--- config.mk ---
export PLATFORM = sky130hd
export DESIGN_NAME = uart8_receiver
export DESIGN_NICKNAME = d
export VERILOG_FILES = /design/src/rtl/uart8_receiver_pkg.sv /design/src/rtl/uart8_receiver_sync.sv /design/src/rtl/uart8_receiver.sv
export SDC_FILE = /design/constraint.sdc
export NUM_CORES = 1
export LEC_CHECK = 0
export CAP_MARGIN = 20
export CORE_MARGIN = 5
export CORE_UTILIZATION = 46
export CTS_CLUSTER_DIAMETER = 40
export DETAILED_ROUTE_END_ITERATION = 6
export HOLD_SLACK_MARGIN = 0.02
export PLACE_DENSITY = 0.78
export SYNTH_ARGS = -nofsm -noshare
export SYNTH_HDL_FRONTEND = slang
export SYNTH_SLANG_ARGS = --single-unit
--- constraint.sdc ---
create_clock -name clk -period 5.1 [get_ports clk]
set_input_delay 1.02 -clock clk [delete_from_list [all_inputs] [get_ports clk]]
set_output_delay 1.02 -clock clk [all_outputs]
set_load 0.02 [all_outputs]
--- src/rtl/uart8_receiver_pkg.sv ---
// uart8_receiver_pkg: FSM state encodings shared by the UART receiver and transmitter.
package uart8_receiver_pkg;
   typedef enum logic [2:0] {
      IDLE,
      START_BIT,
      DATA_BITS,
      PARITY_BIT,
      STOP_BIT,
      WAIT_IDLE
   } uart_state_t;
endpackage

--- src/rtl/uart8_receiver_sync.sv ---
// uart_rx_sync: metastability synchroniser for the asynchronous rx line, resets to idle-high.
module uart_rx_sync #(
   parameter int SYNC_STAGES = 2
) (
   input  logic clk,
   input  logic rst_n,
   input  logic rx,
   output logic rx_s
);
   logic [SYNC_STAGES-1:0] ff;
   always_ff @(posedge clk or negedge rst_n) begin
      if (!rst_n) ff <= '1;
      else begin
         ff[0] <= rx;
         for (int i = 1; i < SYNC_STAGES; i++) ff[i] <= ff[i-1];
      end
   end
   assign rx_s = ff[SYNC_STAGES-1];
endmodule

--- src/rtl/uart8_receiver.sv ---
// uart8_receiver: oversampling 8N1 UART receiver with a one-byte holding buffer.
// Define UART_RX_PARITY_EN to receive 8E1 frames and report parity_err.
module uart8_receiver
   import uart8_receiver_pkg::*;
#(
   parameter int OVERSAMPLE  = 16,
   parameter int SYNC_STAGES = 2
) (
   input  logic       clk,
   input  logic       rst_n,
   input  logic       en,
   input  logic       rx,
   output logic [7:0] data,
   output logic       valid,
   input  logic       ready,
   output logic       busy,
   output logic       frame_err,
`ifdef UART_RX_PARITY_EN
   output logic       parity_err,
`endif
   output logic       overrun
);
   localparam int CW = $clog2(OVERSAMPLE);
   uart_state_t state;
   logic [CW-1:0] cnt;
   logic [2:0] idx;
   logic [7:0] sh;
   logic rx_s, mid, half, done;
`ifdef UART_RX_PARITY_EN
   logic par_bad;
`endif

   uart_rx_sync #(.SYNC_STAGES(SYNC_STAGES)) u_sync (.clk(clk), .rst_n(rst_n), .rx(rx), .rx_s(rx_s));

   assign mid  = cnt == CW'(OVERSAMPLE - 1);
   assign half = cnt == CW'(OVERSAMPLE / 2 - 1);
   assign done = en && state == STOP_BIT && mid && rx_s;
   assign busy = state != IDLE;

   always_ff @(posedge clk or negedge rst_n) begin
      if (!rst_n) begin
         state     <= IDLE;
         cnt       <= '0;
         idx       <= '0;
         sh        <= '0;
         data      <= '0;
         valid     <= 1'b0;
         frame_err <= 1'b0;
         overrun   <= 1'b0;
`ifdef UART_RX_PARITY_EN
         parity_err <= 1'b0;
         par_bad    <= 1'b0;
`endif
      end else begin
         frame_err <= 1'b0;
         overrun   <= 1'b0;
`ifdef UART_RX_PARITY_EN
         parity_err <= 1'b0;
`endif
         if (done && (!valid || ready)) begin
            data  <= sh;
            valid <= 1'b1;
`ifdef UART_RX_PARITY_EN
            parity_err <= par_bad;
`endif
         end else if (done) overrun <= 1'b1;
         else if (valid && ready) valid <= 1'b0;
         if (en) begin
            cnt <= cnt + CW'(1);
            case (state)
               IDLE: begin
                  cnt <= '0;
                  if (!rx_s) state <= START_BIT;
               end
               START_BIT: if (half) begin
                  cnt   <= '0;
                  state <= rx_s ? IDLE : DATA_BITS;
               end
               DATA_BITS: if (mid) begin
                  cnt <= '0;
                  sh  <= {rx_s, sh[7:1]};
                  idx <= idx + 3'd1;
`ifdef UART_RX_PARITY_EN
                  if (idx == 3'd7) state <= PARITY_BIT;
`else
                  if (idx == 3'd7) state <= STOP_BIT;
`endif
               end
`ifdef UART_RX_PARITY_EN
               PARITY_BIT: if (mid) begin
                  cnt     <= '0;
                  par_bad <= rx_s ^ (^sh);
                  state   <= STOP_BIT;
               end
`endif
               STOP_BIT: if (mid) begin
                  cnt       <= '0;
                  state     <= rx_s ? IDLE : WAIT_IDLE;
                  frame_err <= !rx_s;
               end
               WAIT_IDLE: if (rx_s) state <= IDLE;
               default: state <= IDLE;
            endcase
         end
      end
   end
endmodule

* Word level (Yosys, flattened, before mapping)
Cells that the tools add are included.
** Storage, ports and cells
- Bits in registers :: 31
- Latch bits :: 0
- RAM bits :: 0
- ROM bits :: 0
- Output and inout bits :: 12
- Logic and storage cells :: 60
- Memories :: 0
** Operators by class
- Add/subtract/negate cells :: 2
- $mul :: 0
- Div/mod/pow operators :: 0
- $lt $le $gt $ge :: 0
- Equal/unequal tests :: 14
- Shift operators :: 0
- Muxes and demuxes :: 20
- Bitwise logic cells :: 0
- Reduce and logical (&&, ||, !) cells :: 15
** Operators with widths (number)
- $mux 3 :: 7
- $pmux 3 s5 :: 1
- $pmux 4 s3 :: 1
- $ne 2x2->1 const B :: 5
- $eq 3x3->1 const B :: 3
- $mux 1 :: 8
- $mux 4 :: 2
- $reduce_and 7->1 :: 1
- $logic_and 1x1->1 :: 5
- $add 4x1->4 const B :: 1
- $eq 4x3->1 const B :: 1
- $eq 4x4->1 const B :: 1
- $ne 2x1->1 const B :: 2
- $add 3x1->3 const B :: 1
- $eq 3x1->1 const B :: 1
- $eq 3x2->1 const B :: 1
- $logic_not 3->1 :: 1
- $reduce_and 3->1 :: 1
- $reduce_bool 3->1 :: 1
- $logic_not 1->1 :: 2
- $mux 2 :: 1
- $reduce_and 2->1 :: 1
- $reduce_bool 2->1 :: 1
- $reduce_or 2->1 :: 1
- $logic_or 1x1->1 :: 1

* Longest topological paths before layout
Gate-level depths: netlist of run 1.
- Depth in word-level cells :: 7
- Mapped depth :: 6

* Hierarchy
Synthesis of run 1 repeated with hierarchy kept, for this count alone.
** Second synthesis, totals
- Cell total of the unflattened synthesis :: 114
- Area total of the unflattened synthesis :: 1430.1 um^2
** By module, submodules not included
- uart8_receiver :: instances 1, cells an instance 112, area an instance 1377.6 um^2
- uart_rx_sync :: instances 1, cells an instance 2, area an instance 52.6 um^2

* Worst setup path after synthesis of run 1
Ideal clock, no wire load.
- Kind :: input to register
- Start point :: input port en
- End point :: register idx[1]
- Arrival time :: 1995 ps
- Path slack :: 2981 ps
- Cell stages on the path :: 4
- Cells stage by stage :: clkbuf_1 > and3_1 > buf_6 > mux2_2
** Between the ends
- Word-level cells in the longest chain between the ends :: 1
** RTL lines
- start, declared :: line uart8_receiver.sv:11 : input logic en,
- $reduce_and 3->1 (no source line)
- end signal, assigned :: line uart8_receiver.sv:82 : idx <= idx + 3'd1;
- end, declared :: line uart8_receiver.sv:26 : logic [2:0] idx;
Every way passes these cells.
A chain may end at the register's enable or synchronous reset.

* Final worst setup path of run 1
- Start point :: register state[1]
- End point :: output port busy
** Between the ends
- Word-level cells in the longest chain between the ends :: 1
** RTL lines
- start, declared :: line uart8_receiver.sv:24 : uart_state_t state;
- start signal, assigned :: line uart8_receiver.sv:77 : state <= rx_s ? IDLE : DATA_BITS;
- start signal, assigned :: line uart8_receiver.sv:98 : state <= rx_s ? IDLE : WAIT_IDLE;
- $reduce_bool 3->1 :: line uart8_receiver.sv:38 : assign busy = state != IDLE;
- end, declared :: line uart8_receiver.sv:16 : output logic busy,
Every way passes these cells.

==> results of run 1 <==
area by class of cell:
| class | instances | area, sq um | share of cell area |
|---|---|---|---|
| clock buffers | 6 | 41.29 | 0.02506 |
| clock inverters | 1 | 30.03 | 0.01822 |
| inverters | 4 | 15.01 | 0.009112 |
| multi-input cells | 70 | 574.3 | 0.3485 |
| flip-flops and latches | 31 | 778.2 | 0.4723 |
| well taps | 33 | 41.29 | 0.02506 |
| repair buffers | 17 | 167.7 | 0.1017 |
worst paths after layout:
path	cells after the start	slack, ns	to	startpoint
worst max register to register	5	2.94	data[5]$_DFFE_PN0P_	cnt[0]$_DFFE_PN0P_
worst max-delay path	3	2.18	busy	state[1]$_DFFE_PN0P_
max in group asynchronous	2	3.71	u_sync.ff[0]$_DFF_PN1_	rst_n
min in group asynchronous	2	1.08	state[1]$_DFFE_PN0P_	rst_n
worst min register to register	0	0.36	u_sync.ff[1]$_DFF_PN1_	u_sync.ff[0]$_DFF_PN1_
worst min-delay path	0	0.36	u_sync.ff[1]$_DFF_PN1_	u_sync.ff[0]$_DFF_PN1_
kinds of logic (layout without fill, tap and decap cells):
| family | count (synthesis) | in the layout | synth area share |
|---|---|---|---|
| fa+ha+maj | 4 | 4 | 0.03363 |
| mux | 18 | 18 | 0.1434 |
| flops | 31 | 31 | 0.5504 |
| buf+inv | 10 | 28 | 0.04335 |
| xor+xnor | 2 | 2 | 0.01239 |
| compound gates | 14 | 14 | 0.08055 |
| simple gates | 32 | 32 | 0.1363 |
worst max-delay path, delay by kind of cell (launching register included):
kind	cells	cell delay [ns]
buffers and inverters	2	0.62
AND/OR/NAND/NOR	1	0.44
flip-flops	1	0.52
flip-flops by register name, summed over array words and instances, names as in the netlist:
signal,count
sh,8
overrun,1
state,3
frame_err,1
u_sync.ff,2
idx,3
valid,1
data,8
cnt,4
metal layers:
layer / wire length [um] / track usage / vias up / part of all wire
li1: - / - / 427 / -
met1: 1098 / 0.1584 / 438 / 0.47
met2: 1064 / 0.2048 / 20 / 0.46
met3: 105 / 0.05299 / 6 / 0.045
met4: 43 / 0.04663 / 0 / 0.019
met5: 0 / 0 / - / 0
cells in the final DEF (no fill, tap or decap), types with 2 or more instances in the layout:
master / n
sky130_fd_sc_hd__dfrtp_1: 29
sky130_fd_sc_hd__clkdlybuf4s50_1: 16
sky130_fd_sc_hd__mux2_2: 14
sky130_fd_sc_hd__nand2_1: 7
sky130_fd_sc_hd__o21ai_0: 6
sky130_fd_sc_hd__clkbuf_4: 5
sky130_fd_sc_hd__inv_1: 4
sky130_fd_sc_hd__nand2b_1: 4
sky130_fd_sc_hd__mux2_1: 4
sky130_fd_sc_hd__and3_1: 3
sky130_fd_sc_hd__nor2_1: 3
sky130_fd_sc_hd__ha_1: 3
sky130_fd_sc_hd__nand3_1: 2
sky130_fd_sc_hd__nor3b_1: 2
sky130_fd_sc_hd__dfstp_2: 2
power groups by stage:
stage                     sequential, mW  clock, mW  combinational, mW
after CTS                          0.305      0.186              0.133
after floorplan                    0.291          0              0.121
after global routing               0.313      0.200              0.148
after global placement             0.308          0              0.126
final                              0.306      0.180              0.130
after detailed placement           0.310          0              0.133
per-stage QoR:
stage                     std cells  setup WS, ns  area (sq um)  utilization  power, mW
after floorplan                 111         2.981          1414            -     0.4120
after global placement          155         1.931          1577       0.5250     0.4340
after detailed placement        155         1.866          1577       0.5250     0.4426
after CTS                       162         2.148          1648       0.5488     0.6244
after global routing            162         2.063          1648       0.5488     0.6605
final                           162         2.180          1648       0.5488     0.6167
==> results summary, run 1 <==
The run finished with clean final reports. The detailed-router iteration count before antenna repair is 4. The switching power of the nets came out at 0.1805 mW.

The max-cap check violation count is 0. For the worst setup path, the data required time is 4.08 ns. Setup repair after global routing left no endpoint under its margin. The number of pins exceeding their max-slew limit in the final report is 0. The number of buffers added on ports is 16. After layout, the minimum clock period comes to 2.920 ns. The number of setup violations in the final report came out at 0. Clock tree synthesis inserted a total of 5 buffers. The clock latency reported for the late side of the worst-skew pair came out at 0.32 ns. The category of the most critical setup path is reg2out. Yosys attributes the largest share of cell area to sky130_fd_sc_hd__dfrtp_1, sky130_fd_sc_hd__mux2_2, sky130_fd_sc_hd__dfstp_2.

The number of hold buffers added after cts came out at 0. The number of nets with antenna violations after routing is 0. The peak fanout along the critical path came out at 12.

The internal power summed over all cells came out at 0.4362 mW. Dividing the final minimum period by the clock period gives 0.5726. Of the total power, the share spent switching nets is 0.2926. The static leakage power is 0.8043 nW. The share of the Yosys chip area taken by registers is 0.5504. The number of nets at the end of the flow came out at 137. The total number of vias is 891. The clock net sink count is 31. On the final layout, the worst clock skew is 0.005353 ns.

The minimum hold slack came out at 0.3613 ns. The antenna diode count came out at 0. The power density of the placed cells came out at 374.2 nW/um^2. The HPWL after detailed placement came out at 1593 um.

The slowest cell on the critical path is sky130_fd_sc_hd__clkdlybuf4s50_1. TritonCTS built the clock tree. The overall fraction of global-route tracks in use came out at 0.1293. The proportion of register bits with asynchronous set or reset after synthesis is 1.000. Summed over all layers, the routed wires come to 2312 um. The slew at the pin with the worst max-slew slack came out at 0.6665 ns. Timing would allow up to 0.3425 GHz.

The initial cell density of the core came out at 0.4708. For this run, the slowest stage of the critical path takes 0.55 ns. The final hold violation count came out at 0. Walking the worst path, the cells encountered are nor3_1, inv_1, clkdlybuf4s50_1. The pin count of the biggest net entering global routing is 32.

The wire length of the first global-routing pass came out at 4181 um. The critical path endpoint category is an output pin. The count of filler cells inserted in the layout is 264. After clock tree synthesis, the clock-pin slew on the worst setup and hold paths is 0.09 ns. The number of remaining DRC errors came out at 0. From synthesis to final layout, the design area changed by 16.55%. The category of the worst setup path launch point is a register. After detailed routing, the number of vias per cell comes to 5.500. The number of DRC violations after detailed-routing iteration 0 is 66. The post-synthesis cell type count is 39. In this run the mean area of a mapped cell was 12.74 sq um. The root buffer selected by CTS is sky130_fd_sc_hd__clkbuf_4. The number of antenna violations at the first check in global routing was 0. The post-synthesis instance area came out at 1414 sq um.

The count of pins on the block boundary is 17. The most used flip-flop cell after synthesis is sky130_fd_sc_hd__dfrtp_1. The horizontal die dimension came out at 65.44 um. The placeable core region came out at 3003 sq um.

The final-layout setup total negative slack came out at 0 ns. The number of synthesis warnings is 0. The global route total overflow is 0. The number of post-CTS setup repair buffers is 0. The number of nets produced by synthesis came out at 119. In the synthesized netlist, the cells that appear most often are sky130_fd_sc_hd__dfrtp_1, sky130_fd_sc_hd__mux2_2, sky130_fd_sc_hd__nand2_1.

Of all cell types, the one taking the most synthesized area is sky130_fd_sc_hd__dfrtp_1. The via count of the first global-routing pass is 927. The detail-routed net length per standard cell came out at 14.27 um.

The share of total power dissipated in combinational logic is 0.211. Counting flops with a built-in enable in the synthesized netlist gives 0. The area of the die came out at 4282 sq um.

The post-cts repair resize count came out at 0. The longest clock path from root to sink contains 2 buffers. The placement row count came out at 20.

The arrival time of data at the critical path endpoint is 1.90 ns. Of the total power, registers draw 0.497. In this run the worst hold path is classified as reg2reg. The synthesized design contains 31 register bits. The worst vdd rail ir drop came out at 0.1560 mV. The relative slew slack came out at 0.5548. The congestion estimate from routability-driven global placement came to 0.8017.

The proportion of power drawn by the clock network is 0.292. The portion of synthesized cell area occupied by the leading cell type came out at 0.5133. The deepest level of the CTS H-tree came out at 2. The floorplan step set the die height to 65.44 um. The number of instances in the synthesized netlist is 111. In the final layout, the share of cells above drive strength 1 is 0.2016. In the post-synthesis netlist, the cell with the most instances is sky130_fd_sc_hd__dfrtp_1.
Note: power is estimated with default switching activity, not from simulation.
==> inputs of run 2 (changes only) <==
Settings changed: PLACE_DENSITY 0.78 to 0.8.
Clock period 5.1 ns to 2.6 ns, I/O delays scaled along.
==> run 2 against run 1 <==
Utilization increased by 0.42 points. Total power increased by 91%. Register-to-register slack got worse by 2.3 ns. Cell count increased by 1.9%. First-iteration DRC count decreased by 38%. Largest cell class unchanged. Global-route usage increased by 0.77 points. Largest power group unchanged. Critical path type unchanged. Sequential power increased by 97%. Routed wire length increased by 5.3%. Flip-flop and latch count unchanged.
==> results summary, run 2 (synthesis gave the netlist of run 1 again) <==
The run finished with clean final reports. The pin count of the biggest net entering global routing came out at 32 (unchanged). The most critical setup path has its startpoint at state[1]$_DFFE_PN0P_.

The HPWL after detailed placement is 1718 um (+7.9%). The peak fanout along the critical path was 12 (unchanged). The cell depth of the worst setup path came out at 3 (unchanged). The antenna diode count came out at 0 (unchanged). The TritonCTS buffer count came out at 5 (unchanged). The data required time of the worst path is 2.08 ns (-2.00 ns). The final instance count without filler cells came out at 165 (+1.9%). Broken down by cell family, the worst path's largest delay share belongs to buffers and inverters.

The post-layout total power is 1.181 mW (+91%). The maximum clock skew at final layout is 0.007986 ns (+0.002633 ns). The global placement routability congestion came out at 0.8268 (+3.1%). The startpoint identified for the worst register-to-register timing path is cnt[0]$_DFFE_PN0P_. After detailed routing, no signal wire sits above met4. The wire length of the first global-routing pass is 4347 um (+4.0%). In the finished design, the share of the clock period the worst path needs comes to 0.8981. The layout cell share with drive strength beyond 1 was 0.2197 (+0.01815).

TritonCTS built the clock tree. The capturing element of the worst setup path is busy. The number of antenna violations at the first check in global routing was 0 (unchanged).

The count of pins on the block boundary came out at 17 (unchanged). The placement row count came to 20 (unchanged). The height of the die is 65.44 um (unchanged).

The largest registers in the layout are data x8, sh x8, cnt x4. The initial cell density of the core came out at 0.4708 (unchanged). The number of hold buffers added after cts is 0 (unchanged). The detail-routed net length per standard cell came to 14.76 um (+3.4%).

The slowest cell on the critical path is sky130_fd_sc_hd__clkdlybuf4s50_1. The ratio of routed vias to standard cells came out at 5.600 (+1.8%). The detailed-router iteration count before antenna repair came out at 5 (+1). The post-cts repair resize count came out at 0 (unchanged). The maximum cell stage delay along the critical path came out at 0.54 ns (about the same). STA classifies the critical path endpoint as an output pin. The overall fraction of global-route tracks in use came out at 0.1370 (+0.007688). The path class of the lowest-slack min-delay path is reg2reg. The max-cap check violation count is 0 (unchanged). The relative slew slack is 0.6773 (+0.1225). The met3 layer wire length in the routed design came out at 101 um (-3.8%). The critical path goes through nor3_1, inv_1, clkdlybuf4s50_1. The static leakage power is 0.8148 nW (+1.3%). The number of nets with antenna violations after routing came to 0 (unchanged).

The global route total overflow came out at 0 (unchanged). The clock latency reported for the late side of the worst-skew pair is 0.33 ns (about the same). The worst hold path begins at u_sync.ff[0]$_DFF_PN1_.

The clock edge transition at the registers on the reported setup and hold paths was 0.10 ns (about the same). The setup slack at placement is 0.4315 ns (-1.434 ns). Setup repair after global routing left no endpoint under its margin. The number of buffers added on ports was 16 (unchanged). The final-layout setup total negative slack is 0 ns (unchanged). The met2 layer wire length in the routed design was 1221 um (+15%). The number of remaining DRC errors came out at 0 (unchanged). The number of placed instances with taps included is 157 (+1.3%).

The largest buffer count on any clock path came out at 2 (unchanged). The met1 layer wirelength in the final routing is 1029 um (-6.3%). The total routed wirelength came out at 2435 um (+5.3%).

The total number of vias came out at 924 (+3.7%). The smallest setup slack after layout is 0.2651 ns (-1.915 ns). In the layout the commonest cells are sky130_fd_sc_hd__dfrtp_1, sky130_fd_sc_hd__clkdlybuf4s50_1, sky130_fd_sc_hd__mux2_2, sky130_fd_sc_hd__nand2_1, sky130_fd_sc_hd__o21ai_0. The number of post-CTS setup repair buffers came to 0 (unchanged). The minimum setup slack among reg-to-reg paths came out at 0.67 ns (-2.27 ns). The arrival time of data at the critical path endpoint is 1.81 ns (-0.09 ns). The horizontal die dimension is 65.44 um (unchanged). The slew at the pin with the worst max-slew slack came out at 0.4841 ns (-0.1824 ns). The utilization after layout came out at 0.5529 (+0.004167). The power density of the placed cells is 711.0 nW/um^2 (+90%).

The worst path in the final design needs a cycle of 2.335 ns, including I/O delays and setup. STA classifies the critical path startpoint as a register. The buffer and inverter count on the worst path came out at 2 (unchanged). The number of nets at the end of the flow is 139 (+1.5%). The number of DRC violations after detailed-routing iteration 0 was 41 (-38%). The clock net sink count is 31 (unchanged). The worst vdd rail ir drop is 0.3542 mV (+130%). CTS placed an instance of sky130_fd_sc_hd__clkbuf_4 at the clock tree root. The depth of the worst register-to-register path came out at 4 (-1). The number of pins exceeding their max-slew limit in the final report came out at 0 (unchanged). From synthesis to final layout, the design area changed by 17.43%. The via count of the first global-routing pass came out at 959 (+3.5%).

The area of the die came to 4282 sq um (unchanged). The deepest level of the CTS H-tree was 2 (unchanged). The number of setup violations in the final report is 0 (unchanged).

The placeable core region is 3003 sq um (unchanged). The critical path in this run is classified as reg2out. The maximum clock frequency is 0.4283 GHz. Leaving out fill and tap cells, the most frequent cell in the layout is sky130_fd_sc_hd__dfrtp_1.

The endpoint identified for the worst register-to-register timing path is sh[5]$_DFFE_PN0P_. The final hold violation count came to 0 (unchanged).
run 2: cell type report:
class / instances / area, sq um
sequential: 31 / 778.2
tap: 33 / 41.29
timing repair buffer: 19 / 182.7
inverter: 4 / 15.01
multi-input combinational: 70 / 574.3
fill: 259 / 1343
clock buffer: 8 / 68.82
run 2: per-layer routing:
| layer | up-vias | global-route usage |
|---|---|---|
| met3 | 11 | 0.04103 |
| met2 | 26 | 0.2162 |
| li1 | 433 | - |
| met1 | 454 | 0.1582 |
| met4 | 0 | 0.09585 |
| met5 | - | 0 |
run 2: worst min path at each step:
stage	end	slack, ns	depth (start not counted)
after global routing	u_sync.ff[1]$_DFF_PN1_	0.37	0
final	u_sync.ff[1]$_DFF_PN1_	0.36	0
after detailed placement	u_sync.ff[1]$_DFF_PN1_	0.35	0
after CTS	u_sync.ff[1]$_DFF_PN1_	0.36	0
after floorplan	cnt[0]$_DFFE_PN0P_	0.22	0
after global placement	u_sync.ff[1]$_DFF_PN1_	0.35	0
run 2: report_power, final:
group,internal [mW],switching (mW)
clock network,0.159,0.158
logic,0.133,0.127
registers,0.528,0.0755
run 2: per-stage QoR:
stage | instance area (sq um) | hold WS, ns
5_1_grt | 1660 | 0.3727
3_5_place_dp | 1592 | 0.3497
6_report | 1660 | 0.3616
4_1_cts | 1660 | 0.3634
3_3_place_gp | 1592 | 0.3462
2_1_floorplan | 1414 | 0.2244
==> inputs of run 3 (changes only) <==
Settings changed: HOLD_SLACK_MARGIN 0.02 to default, SYNTH_HIERARCHICAL from default to 1, TNS_END_PERCENT from default to 1.
==> run 3 against run 2 <==
Utilization is 1.2 points higher. Die area rose by 0.98%. Global-route usage shrank 0.57 points. Routed wire length is 0.70% lower. Fmax shrank 0.83%. Worst setup slack got worse by 0.020 ns. Clock skew down 0.00078 ns. Area after synthesis grew 1.2%. Cell count is 8.5% higher. Cell area increased by 2.9%. Hold slack gained 0.0018 ns. Non-clock buffer count did not move.
==> results summary, run 3 <==
For this design, the slowest cell found on the critical path is sky130_fd_sc_hd__clkdlybuf4s50_1. The wire length of the first global-routing pass came to 4333 um (-0.32%). The minimum hold slack came to 0.3634 ns (+0.001775 ns). By area the synthesized netlist is led by sky130_fd_sc_hd__dfrtp_1, sky130_fd_sc_hd__mux2_2, sky130_fd_sc_hd__mux2_4. The count of pins on the block boundary came out at 17 (unchanged). The clock edge transition at the registers on the reported setup and hold paths is 0.10 ns (about the same).

The final-layout setup total negative slack is 0 ns (unchanged). Walking the worst path, the cells encountered are nor3_1, inv_1, clkdlybuf4s50_1. The worst hold path belongs to the class reg2reg. The largest registers in the layout are data x8, sh x8, cnt x4. sky130_fd_sc_hd__dfrtp_1 is the most common cell in the netlist. The commonest non-fill, non-tap cell in the layout is sky130_fd_sc_hd__dfrtp_1. The peak fanout along the critical path is 14 (+2). The global placement routability congestion came out at 0.8556 (+3.5%). The post-synthesis instance area came to 1430 sq um (+1.2%). The placeable core region is 3028 sq um (+0.83%). The mean cell area of the mapped netlist is 12.54 sq um (-1.5%).

The number of nets produced by synthesis is 122 (+2.5%). The detailed-router iteration count before antenna repair is 4 (-1). The post-synthesis cell type count was 38 (-2.6%). The number of pins exceeding their max-slew limit in the final report is 0 (unchanged). The detail-routed net length per standard cell came out at 13.51 um (-8.5%).

The slew at the pin with the worst max-slew slack is 0.4467 ns (-0.03732 ns). The number of nets at the end of the flow came to 142 (+2.2%). The global route total overflow came out at 0 (unchanged). The worst setup path is launched from a register. The portion of the clock cycle consumed by the worst path in the final layout came out at 0.9056 (+0.007503). The number of instances in the synthesized netlist is 114 (+2.7%). The static leakage power came out at 0.8318 nW (+2.1%).

The number of synthesized register bits was 31 (unchanged). The worst register-to-register path begins at cnt[0]$_DFFE_PN0P_. The sequential fraction of the synthesis area is 0.5442 (-0.006261). The largest buffer count on any clock path came to 2 (unchanged).

The area of the die came out at 4324 sq um (+0.98%). The portion of synthesized cell area occupied by the leading cell type was 0.5074 (-0.005838). The ratio of routed vias to standard cells is 5.240 (-6.4%).

In the layout the commonest cells are sky130_fd_sc_hd__dfrtp_1, sky130_fd_sc_hd__clkdlybuf4s50_1, sky130_fd_sc_hd__mux2_2, sky130_fd_sc_hd__nand2_1, sky130_fd_sc_hd__mux2_4. Summed over all instances, the cell type with the most area after synthesis is sky130_fd_sc_hd__dfrtp_1. The count of filler cells inserted in the layout came out at 250 (-3.5%).

The relative slew slack came out at 0.7012 (+0.02395). The number of buffers added on ports came out at 16 (unchanged). The height of the die was 65.76 um (+0.49%). The number of hold buffers added after cts was 0 (unchanged). The post-layout total power was 1.149 mW (-2.7%). The initial cell density of the core came out at 0.4723 (+0.001481). The cell area after placement was 1637 sq um (+2.8%). The final instance area is 1709 sq um (+2.9%).

The smallest setup slack after layout is 0.2455 ns (-0.01951 ns). The number of remaining DRC errors is 0 (unchanged). The startpoint of the worst hold path is u_sync/ff[0]$_DFF_PN1_.

The proportion of register bits with asynchronous set or reset after synthesis is 1.000 (unchanged). The total number of vias came out at 938 (+1.5%). The number of synthesis warnings is 6 (+6). TritonCTS built the clock tree.

The number of nets with antenna violations after routing came out at 0 (unchanged). Setup repair after global routing left no endpoint under its margin. The maximum clock frequency came out at 0.4247 GHz (-0.83%).

The number of post-CTS setup repair buffers was 0 (unchanged). The arrival time of data at the critical path endpoint is 1.83 ns (+0.02 ns). The overall fraction of global-route tracks in use came out at 0.1314 (-0.005658). The max-cap check violation count came out at 0 (unchanged). The total routed wirelength is 2418 um (-0.70%). The number of setup violations in the final report is 0 (unchanged). The number of synthesized flops with an enable pin came to 0 (unchanged). The data required time of the worst path came out at 2.08 ns (about the same).

The horizontal die dimension is 65.76 um (+0.49%). The run finished with clean final reports. The category of the most critical setup path is reg2out. The antenna diode count is 0 (unchanged). The power density of the placed cells came out at 672.0 nW/um^2 (-5.5%). The clock latency reported for the late side of the worst-skew pair is 0.32 ns (about the same). The clock net sink count was 31 (unchanged). The via count of the first global-routing pass is 964 (+0.52%).

The footprint of the multi-input gates is 601.8 sq um (+4.8%). The maximum cell stage delay along the critical path is 0.55 ns (about the same). The maximum clock skew at final layout came to 0.007207 ns (-0.0007786 ns). Sorting the synthesized cells by how often they occur yields sky130_fd_sc_hd__dfrtp_1, sky130_fd_sc_hd__mux2_2, sky130_fd_sc_hd__nand2_1.

The area added between synthesis and finish came out at 19.51%. The flip-flop and latch area is 778.2 sq um (unchanged). The launch point of the critical path is state[0]$_DFFE_PN0P_. The number of antenna violations at the first check in global routing is 0 (unchanged). The post-cts repair resize count came out at 0 (unchanged). The worst setup path is captured at an output pin. The most used flip-flop cell after synthesis is sky130_fd_sc_hd__dfrtp_1. The HPWL after detailed placement is 1709 um (-0.54%). The final hold violation count came out at 0 (unchanged).

The worst vdd rail ir drop came out at 0.3146 mV (-11%). The layout cell share with drive strength beyond 1 came to 0.2741 (+0.05438). The TritonCTS buffer count is 5 (unchanged). The placement row count was 20 (unchanged). The setup slack at placement is 0.2333 ns (-0.1982 ns). The number of DRC violations after detailed-routing iteration 0 came out at 58 (+41%). The pin count of the biggest net entering global routing came to 23 (-28%). The deepest level of the CTS H-tree came to 2 (unchanged). The post-layout minimum cycle time is 2.354 ns (+0.01951 ns).

In this run the clock root is driven by a sky130_fd_sc_hd__clkbuf_4.
==> run 3: final cells by class <==
type / instances / share of cell area
inverter: 5 / 0.01098
multi-input combinational: 72 / 0.3521
clock buffer: 7 / 0.03807
tap: 44 / 0.03221
timing repair buffer: 19 / 0.1069
sequential: 31 / 0.4553
clock inverter: 1 / 0.004392
==> run 3: power breakdown <==
| group | leakage (nW) | internal (mW) | switching (mW) |
|---|---|---|---|
| Clock | 0.0375 | 0.158 | 0.163 |
| Combinational | 0.375 | 0.104 | 0.113 |
| Sequential | 0.420 | 0.526 | 0.0846 |
| Total | 0.832 | 0.788 | 0.361 |
==> run 3: cells by family (layout without fill, tap and decap cells) <==
kind of cell,after synthesis,in the layout,share of synthesized area
fa+ha+maj,4,4,0.03325
xor+xnor,1,1,0.006125
simple gates,31,31,0.1234
mux,21,21,0.1855
flops,31,31,0.5442
compound gates,15,15,0.07262
buf+inv,11,32,0.03499
==> run 3: worst paths after layout <==
kind / cells after the start / slack [ns] / endpoint
max in group asynchronous: 2 / 1.40 / u_sync/ff[0]$_DFF_PN1_
worst max register to register: 5 / 0.58 / data[0]$_DFFE_PN0P_
worst min-delay path: 0 / 0.36 / u_sync/ff[1]$_DFF_PN1_
worst min register to register: 0 / 0.36 / u_sync/ff[1]$_DFF_PN1_
worst max-delay path: 3 / 0.25 / busy
min in group asynchronous: 1 / 0.50 / state[1]$_DFFE_PN0P_
==> run 3: worst max-delay path, delay by kind of cell, from the launching register on <==
family | cells | cell delay, ns
AND/OR/NAND/NOR | 1 | 0.36
buffers and inverters | 2 | 0.63
flip-flops | 1 | 0.53
==> run 3: through the flow <==
| stage | cells | utilization |
|---|---|---|
| final | 179 | 0.5645 |
| after global routing | 179 | 0.5645 |
| after global placement | 171 | 0.5405 |
| after detailed placement | 171 | 0.5405 |
| after floorplan | 114 | - |
| after CTS | 179 | 0.5645 |
==> run 3: layer usage <==
metal  wire, um  global-route usage  part of all wire  vias to the layer above
li1           -                   -                 -                      449
met5          0                   0                 0                        -
met4         21             0.03886            0.0087                        0
met2       1219              0.2153              0.50                       11
met1       1100              0.1611              0.45                      476
met3         76             0.04786             0.031                        2
